$ cat config.mk
export PLATFORM = sky130hd
export DESIGN_NAME = shift_add_mult4
export DESIGN_NICKNAME = d
export VERILOG_FILES = /design/src/rtl/mult4_pkg.sv /design/src/rtl/rca_4bit.sv /design/src/rtl/shift_add_mult4.sv
export SDC_FILE = /design/constraint.sdc
export NUM_CORES = 1
export LEC_CHECK = 0
export BUFFER_PORTS_ARGS = -buffer_cell sky130_fd_sc_hd__buf_2
export CAP_MARGIN = 10
export CORE_ASPECT_RATIO = 1.1
export CORE_MARGIN = 2
export CORE_UTILIZATION = 40
export CTS_CLUSTER_DIAMETER = 100
export DETAILED_ROUTE_END_ITERATION = 6
export MAX_ROUTING_LAYER = met4
export SKIP_CTS_REPAIR_TIMING = 1
export SYNTH_ARGS = -nofsm -noshare
export SYNTH_HDL_FRONTEND = slang
export SYNTH_SLANG_ARGS = --single-unit
$ cat constraint.sdc
create_clock -name clk -period 5.3 [get_ports clk]
set_input_delay 0.795 -clock clk [delete_from_list [all_inputs] [get_ports clk]]
set_output_delay 0.795 -clock clk [all_outputs]
set_load 0.03 [all_outputs]
$ cat src/rtl/mult4_pkg.sv
`default_nettype none
// ============================================================================
// Module   : mult4_pkg
// Brief    : Shared constants and state encoding for the 4x4 shift-add multiplier.
// Revision : 1.0 - initial release
// ============================================================================
package mult4_pkg;

    // Operand width; the step adder is a fixed 4-bit ripple-carry adder.
    localparam int unsigned W     = 4;
    localparam int unsigned STEPS = 4;
    localparam int unsigned CNT_W = $clog2(STEPS);

    typedef enum logic [1:0] {
        IDLE = 2'd0,
        RUN  = 2'd1,
        DONE = 2'd2
    } state_t;

endpackage : mult4_pkg
`default_nettype wire

$ cat src/rtl/rca_4bit.sv
`default_nettype none
// ============================================================================
// Module   : RCA_4bit
// Brief    : 4-bit ripple-carry adder built from a chain of full adders.
// Revision : 1.0 - initial release
// ============================================================================
module RCA_4bit (
    input  logic [3:0] a,
    input  logic [3:0] b,
    input  logic       cin,
    output logic [3:0] sum,
    output logic       cout
);

    logic [4:0] w_carry;

    assign w_carry[0] = cin;

    for (genvar i = 0; i < 4; i++) begin : g_bit
        assign sum[i]       = a[i] ^ b[i] ^ w_carry[i];
        assign w_carry[i+1] = (a[i] & b[i]) | (w_carry[i] & (a[i] ^ b[i]));
    end

    assign cout = w_carry[4];

endmodule : RCA_4bit
`default_nettype wire

$ cat src/rtl/shift_add_mult4.sv
`default_nettype none
// ============================================================================
// Module   : shift_add_mult4
// Brief    : Sequential 4x4 unsigned shift-and-add multiplier, valid/ready I/O.
//            Define MULT4_ZERO_BYPASS_EN to skip the RUN steps for zero operands.
// Revision : 1.0 - initial release
// ============================================================================
module shift_add_mult4
    import mult4_pkg::*;
(
    input  logic           clk,
    input  logic           rst,
    input  logic           in_valid,
    output logic           in_ready,
    input  logic [W-1:0]   a,
    input  logic [W-1:0]   b,
    output logic           out_valid,
    input  logic           out_ready,
    output logic [2*W-1:0] product
);

    state_t             state_q, state_d;
    logic [W-1:0]       mcand_q, mcand_d;
    logic [W-1:0]       acc_q,   acc_d;
    logic [W-1:0]       mq_q,    mq_d;
    logic [CNT_W-1:0]   cnt_q,   cnt_d;

    logic [W-1:0]       w_addend;
    logic [W-1:0]       w_sum;
    logic               w_cout;

    // The multiplier LSB selects whether this step adds the multiplicand.
    assign w_addend = mq_q[0] ? mcand_q : '0;

    RCA_4bit u_step_adder (
        .a    (acc_q),
        .b    (w_addend),
        .cin  (1'b0),
        .sum  (w_sum),
        .cout (w_cout)
    );

    always_ff @(posedge clk) begin
        if (rst) begin
            state_q <= IDLE;
            mcand_q <= '0;
            acc_q   <= '0;
            mq_q    <= '0;
            cnt_q   <= '0;
        end else begin
            state_q <= state_d;
            mcand_q <= mcand_d;
            acc_q   <= acc_d;
            mq_q    <= mq_d;
            cnt_q   <= cnt_d;
        end
    end

    always_comb begin
        state_d   = state_q;
        mcand_d   = mcand_q;
        acc_d     = acc_q;
        mq_d      = mq_q;
        cnt_d     = cnt_q;
        in_ready  = (state_q == IDLE);
        out_valid = (state_q == DONE);

        case (state_q)
            IDLE: begin
                if (in_valid) begin
                    mcand_d = a;
                    mq_d    = b;
                    acc_d   = '0;
                    cnt_d   = '0;
                    state_d = RUN;
`ifdef MULT4_ZERO_BYPASS_EN
                    if ((a == '0) || (b == '0)) begin
                        mq_d    = '0;
                        state_d = DONE;
                    end
`endif
                end
            end
            RUN: begin
                // {carry,sum,mq} shifted right by one: the consumed multiplier
                // bit drops out and the sum LSB enters the low half.
                acc_d = {w_cout, w_sum[W-1:1]};
                mq_d  = {w_sum[0], mq_q[W-1:1]};
                cnt_d = cnt_q + 1'b1;
                if (cnt_q == CNT_W'(STEPS - 1)) begin
                    state_d = DONE;
                end
            end
            DONE: begin
                if (out_ready) begin
                    state_d = IDLE;
                end
            end
            default: begin
                state_d = IDLE;
            end
        endcase
    end

    assign product = {acc_q, mq_q};

endmodule : shift_add_mult4
`default_nettype wire
==> results by group, run 1 <==
Synthesis
  • Syn nets: 93
  • Netlist cell types: 23
  • Ys async rst share: 0%
  • Seq cells post-synth: 16
  • Cell with the most instances after synthesis: dfxtp_1
  • Post-synth top area share: about two fifths
  • Top cells by count, synth: 16 x dfxtp_1, 15 x nor2_1, 10 x mux2i_1
  • Cell Area, Synth: around 770 sq um
  • Synth area leaders: dfxtp_1 41%, mux2i_1 13%, fa_1 7.8%
  • Yosys warnings: 0
  • Syn Inst Count: 76
  • Number of synthesized flops with an enable pin: 0
  • Synth area leader: dfxtp_1
  • Sequential area share after synthesis: 41.36%
  • Top_reg_cell synth: dfxtp_1
  • Syn Area/Cell: a little over 10 sq um

GRT
  • Grt total ovfl: 0
  • Vias in the first global route: ~540
  • Initial antenna violation count: 0
  • First-pass GRT wire length: around 2300 microns
  • GR Layer Usage met1: a little under a fifth
  • Top Usage Layer GRT: met2
  • Largest net degree at the start of global routing: 17
  • Global-route usage over all layers: ~14%
  • Met2 GRT Util: about a fifth
  • Met3 usage: 3.237%

Final layout
  • Ant diodes: 0
  • Fill count: 182
  • Ratio of cells with drive above 1 in the final layout: about 28%
  • Util after Layout: between 40% and 50%
  • Area delta synth->final: 15.99%
  • Post-route cell area: 898.4 sq um
  • Fin cells: 114
  • Nets@finish: about 120

Setup path
  • Worst path cell trace: and2_1, ha_1, fa_1, fa_1, inv_1, fa_1, a2bb2oi_1, nor2_1
  • CP top delay family: adder cells
  • Buf+Inv Stages, Crit Path: 1
  • Worst EP required: between 5 and 6 ns
  • Reg-to-Reg Start: mq_q[0]
  • CP Capture Type: register
  • Worst path depth: 8
  • CP max FO: 6
  • Slowest cell on crit path: fa_1
  • CP startpoint: mq_q[0]
  • CP most frequent cell: fa_1
  • R2R depth: 8
  • CP arrival: 2.42 ns
  • Crit path kind: reg2reg
  • Crit path largest cell delay: 0.40 ns
  • Worst Setup Start Kind: register

Floorplanning
  • Top Ports: 22
  • Initial core utilization: a little over two fifths
  • Die height: 50.15 microns
  • Core area: ~1800 sq um
  • Die Span X: 45.96 microns
  • Rows: 16
  • Die area: about 2300 sq um

STA
  • Setup violators final: 0
  • Worst Setup Slack, final: around 3.1 ns
  • Final min period: about 2.2 ns
  • Clock skew: 0.001349 ns
  • Final Slew Violations: 0
  • Hold_ws: about 0.5 ns
  • Final Hold Fails: 0
  • Final Cycle Share: 41.39%
  • Slew HR: around two thirds
  • RSZ-0062 raised after global routing: false
  • Worst-Margin Slew: 0.5159 ns
  • Setup TNS Final: 0 ns
  • Fmax: roughly 460 MHz

Placed design
  • Gpl congestion: between 0.7 and 0.8
  • DP HPWL: roughly 1100 microns
  • Dpl cells: around 110
  • I/O Buffers: 21
  • Pre-CTS worst setup slack: 3.118 ns
  • Dpl cell area: ~900 sq um

Clocking
  • TritonCTS Buffers: 3
  • CTS Sinks: 16
  • Worst-skew pair later-pin latency: roughly 0.28 ns
  • CTS HTree Levels: 1
  • CTS tree: built
  • Clk pin slew, worst setup/hold paths: 0.09 ns
  • Clock tree buffer depth: 2
  • Root Buffer: clkbuf_4

Pwr
  • Leakage: about 0.42 nW
  • VDD IR max: between 0.1 and 0.15 mV
  • PD cells: roughly 260 nW/um^2
  • Tot Pwr: between 0.2 and 0.25 mW

Hold path
  • Hold Path Origin: mcand_q[2]
  • Hold path cells: 2
  • Worst hold-check path type: reg2reg

Routing
  • DR vias/cell: between 5 and 6
  • Antenna-violating nets left: 0
  • DR WL/cell: about 12 microns
  • DRC Markers: 0
  • DR pass1 iterations: 2
  • Initial DRC Count: 2
  • Via count: 582
  • WL final: between 1000 and 1500 microns

Job
  • Max cap viols: 0

Status
  • Outcome: completed
worst min-delay path: stages, from the launching register on:
cell and delay [ns]:
dfxtp_1 0.33, mux2i_1 0.06, nor2_1 0.07
logic make-up after synthesis:
| group | count (synthesis) | synth area share (%) |
|---|---|---|
| AO/OA/AOI/OAI | 12 | 12.28 |
| adder cells (fa/ha/maj) | 5 | 10.99 |
| buffers and inverters | 8 | 5.330 |
| flip-flops | 16 | 41.36 |
| multiplexers | 10 | 12.92 |
| AND/OR/NAND/NOR | 25 | 17.12 |
where the power goes:
part	total, mW	internal, mW	switching [mW]
clock	0.0617	0.0263	0.0354
combinational	0.0357	0.0158	0.0199
sequential	0.132	0.126	0.00603
total	0.230	0.168	0.0613
layer usage:
layer	part of all wire, %	vias to the layer above
met3	4.9	4
met1	47	262
met4	1.6	0
met2	47	15
met5	0	-
li1	-	301
flip-flops by register name (all words and copies together) (netlist names):
| register | flops |
|---|---|
| acc_q | 4 |
| cnt_q | 2 |
| mcand_q | 4 |
| mq_q | 4 |
| state_q | 2 |
cell type report:
type                    count  area [sq um]  share of cell area (%)
well taps                  18         22.52                   2.507
multi-input cells          52         412.9                   45.96
flip-flops and latches     16         320.3                   35.65
clock buffers               3         22.52                   2.507
inverters                   4         15.01                   1.671
repair buffers             21         105.1                   11.70
placed cells by master (no fill, tap or decap), types with 2 or more instances in the layout:
| cell type | count |
|---|---|
| a211oi_1 | 4 |
| ha_1 | 2 |
| buf_2 | 21 |
| fa_1 | 3 |
| a22oi_1 | 4 |
| and2_1 | 3 |
| dfxtp_1 | 16 |
| clkbuf_4 | 3 |
| a2bb2oi_1 | 2 |
| mux2i_1 | 10 |
| nor2_1 | 15 |
| inv_1 | 4 |
worst paths after layout:
| path | endpoint | slack, ns |
|---|---|---|
| max | acc_q[2] | 3.11 |
| min reg2reg | mcand_q[2] | 0.50 |
| min | mcand_q[2] | 0.50 |
| max reg2reg | acc_q[2] | 3.11 |
Note: power is estimated with default switching activity, not from simulation.
==> inputs of run 2 (changes only) <==
--- a/config.mk
+++ b/config.mk
@@ -13,6 +13,7 @@
 export CTS_CLUSTER_DIAMETER = 100
 export DETAILED_ROUTE_END_ITERATION = 6
 export MAX_ROUTING_LAYER = met4
+export PLACE_DENSITY = 0.66
 export SKIP_CTS_REPAIR_TIMING = 1
 export SYNTH_ARGS = -nofsm -noshare
 export SYNTH_HDL_FRONTEND = slang
==> constraint.sdc (replaced) <==
create_clock -name clk -period 2 [get_ports clk]
set_input_delay 0.3 -clock clk [delete_from_list [all_inputs] [get_ports clk]]
set_output_delay 0.3 -clock clk [all_outputs]
set_load 0.03 [all_outputs]
==> run 2 against run 1 <==
The flow now finishes with violations (negative setup slack). Combinational power rose to 2.8 times the previous value. Sequential share of layout area fell by 1.3 points. Count of clock-buffer cells in the layout is 1 higher. Critical path depth unchanged. Die area did not move. Global-route usage is 0.052 points lower. Routed wire length grew 4.3%. Largest cell class unchanged.
==> results by group, run 2 (synthesis results as in run 1) <==
Setup path
  • CP Capture Type: register
  • Worst R2R Setup Slack: -0.03 ns
  • CP most frequent cell: fa_2
  • Crit path largest cell delay: 0.38 ns
  • Worst EP required: 2.22 ns
  • Crit path kind: reg2reg
  • RR Endpoint: acc_q[2]
  • Worst path cell trace: and2_4, ha_4, fa_2, fa_2, inv_2, fa_1, a2bb2oi_1, nor2_1
  • CP top delay family: adder cells
  • Buf+Inv Stages, Crit Path: 1
  • Worst Setup Start Kind: register
  • CP arrival: 2.26 ns
  • CP max FO: 4
  • R2R depth: 8
  • Reg-to-Reg Start: mq_q[0]
  • Slowest cell on crit path: fa_1

Placed design
  • Gpl congestion: ~0.76
  • Dpl cells: about 110
  • DP HPWL: 1079 microns
  • Pre-CTS worst setup slack: -0.09933 ns
  • I/O Buffers: 21
  • Dpl cell area: ~910 sq um

Final layout
  • Post-route cell area: about 940 sq um
  • Ant diodes: 0
  • Area delta synth->final: 21.81%
  • Commonest non-fill, non-tap cells in the layout: 21 x buf_2, 15 x nor2_1, 15 x dfxtp_1
  • Fin cells: 116
  • Nets@finish: 116
  • Fill count: 174
  • Util after Layout: between 50% and 60%
  • Commonest non-fill, non-tap cell in the layout: buf_2
  • Ratio of cells with drive above 1 in the final layout: 35.71%
  • Largest regs: acc_q: 4 flops, mcand_q: 4 flops, mq_q: 4 flops

GRT
  • Vias in the first global route: just over 500
  • Global-route usage over all layers: 14.10%
  • Met3 usage: between 3 and 4%
  • Grt total ovfl: 0
  • GR Layer Usage met1: between 10% and 20%
  • First-pass GRT wire length: ~2300 microns
  • Largest net degree at the start of global routing: 17
  • Met2 GRT Util: around a fifth
  • Top Usage Layer GRT: met2
  • Initial antenna violation count: 0

Routing
  • DR WL/cell: ~12 microns
  • Antenna-violating nets left: 0
  • Via count: about 580
  • WL final: around 1400 microns
  • DR pass1 iterations: 3
  • DRC Markers: 0
  • Initial DRC Count: 3
  • DR vias/cell: 5.034

Status
  • Outcome: finished, violations left
  • Failing checks: negative setup slack

Clocking
  • CTS HTree Levels: 1
  • Worst-skew pair later-pin latency: between 0.2 and 0.3 ns
  • Clock tree buffer depth: 2
  • CTS Sinks: 16
  • Root Buffer: clkbuf_4
  • CTS tree: built
  • TritonCTS Buffers: 3
  • Clk pin slew, worst setup/hold paths: 0.09 ns

STA
  • Final Hold Fails: 0
  • RSZ-0062 raised after global routing: true
  • Final Slew Violations: 0
  • Worst Setup Slack, final: -0.03435 ns
  • Worst-Margin Slew: around 0.52 ns
  • Setup violators final: 1
  • Final min period: 2.034 ns
  • Fmax: between 400 and 500 MHz
  • Slew HR: 65.24%
  • Clock skew: about 0.00021 ns
  • Final Cycle Share: 101.7%
  • Setup TNS Final: -0.03435 ns

Floorplanning
  • Die area: ~2300 sq um
  • Initial core utilization: between 40% and 50%
  • Die height: 50.15 microns
  • Top Ports: 22
  • Rows: 16
  • Die Span X: between 40 and 50 microns
  • Core area: 1802 sq um

Pwr
  • PD cells: ~700 nW/um^2
  • VDD IR max: ~0.34 mV
  • Leakage: roughly 0.43 nW

Hold path
  • Worst hold-check path type: in2reg
  • Hold path cells: 3
  • Hold Path Origin: a[0]
  • Worst Hold Path EP: mcand_q[0]

Job
  • Max cap viols: 0
==> run 2: changes by cell type in the layout (fill, tap and decap cells not counted), sizes merged <==
cell / previous run / this run
buf: 21 / 22
clkbuf: 3 / 4
==> run 2: final cells by class <==
cell class	count	area, sq um	area share [%]
Timing Repair Buffer	22	112.6	11.94
Tap cell	18	22.52	2.387
Sequential cell	16	324.1	34.35
Multi-Input combinational cell	52	432.9	45.89
Clock buffer	4	36.28	3.846
Inverter	4	15.01	1.592
==> run 2: worst max path at each step <==
stage,slack [ns],start,depth (start not counted),end
final,-0.03,mq_q[0],8,acc_q[2]
after detailed placement,-0.1,mq_q[0],8,acc_q[2]
after floorplan,-0.11,mq_q[0],8,acc_q[2]
after CTS,-0.12,mq_q[0],8,acc_q[2]
after global routing,-0.12,mq_q[0],8,acc_q[2]
after global placement,-0.07,mq_q[0],8,acc_q[2]
==> run 2: layer usage <==
metal,vias to the layer above,share of wire (%)
li1,302,-
met1,263,48
met2,15,47
met3,4,4.4
met4,0,1.0
met5,-,0
==> run 2: stage by stage <==
stage	total power [mW]	hold slack, ns
final	0.6581	0.2584
after global routing	0.7007	0.2484
after CTS	0.6667	0.2581
after detailed placement	0.4592	0.4862
after global placement	0.4567	0.4755
after floorplan	0.4306	0.4468
==> run 2: worst min-delay path: cells and delay by family <==
kind / cells / cell delay (ns)
AND/OR/NAND/NOR: 1 / 0.08
multiplexers: 1 / 0.05
buffers and inverters: 1 / 0.08
==> run 2: power breakdown <==
group	internal [mW]	switching, mW
clock network	0.111	0.0966
logic	0.0448	0.0556
registers	0.335	0.0158
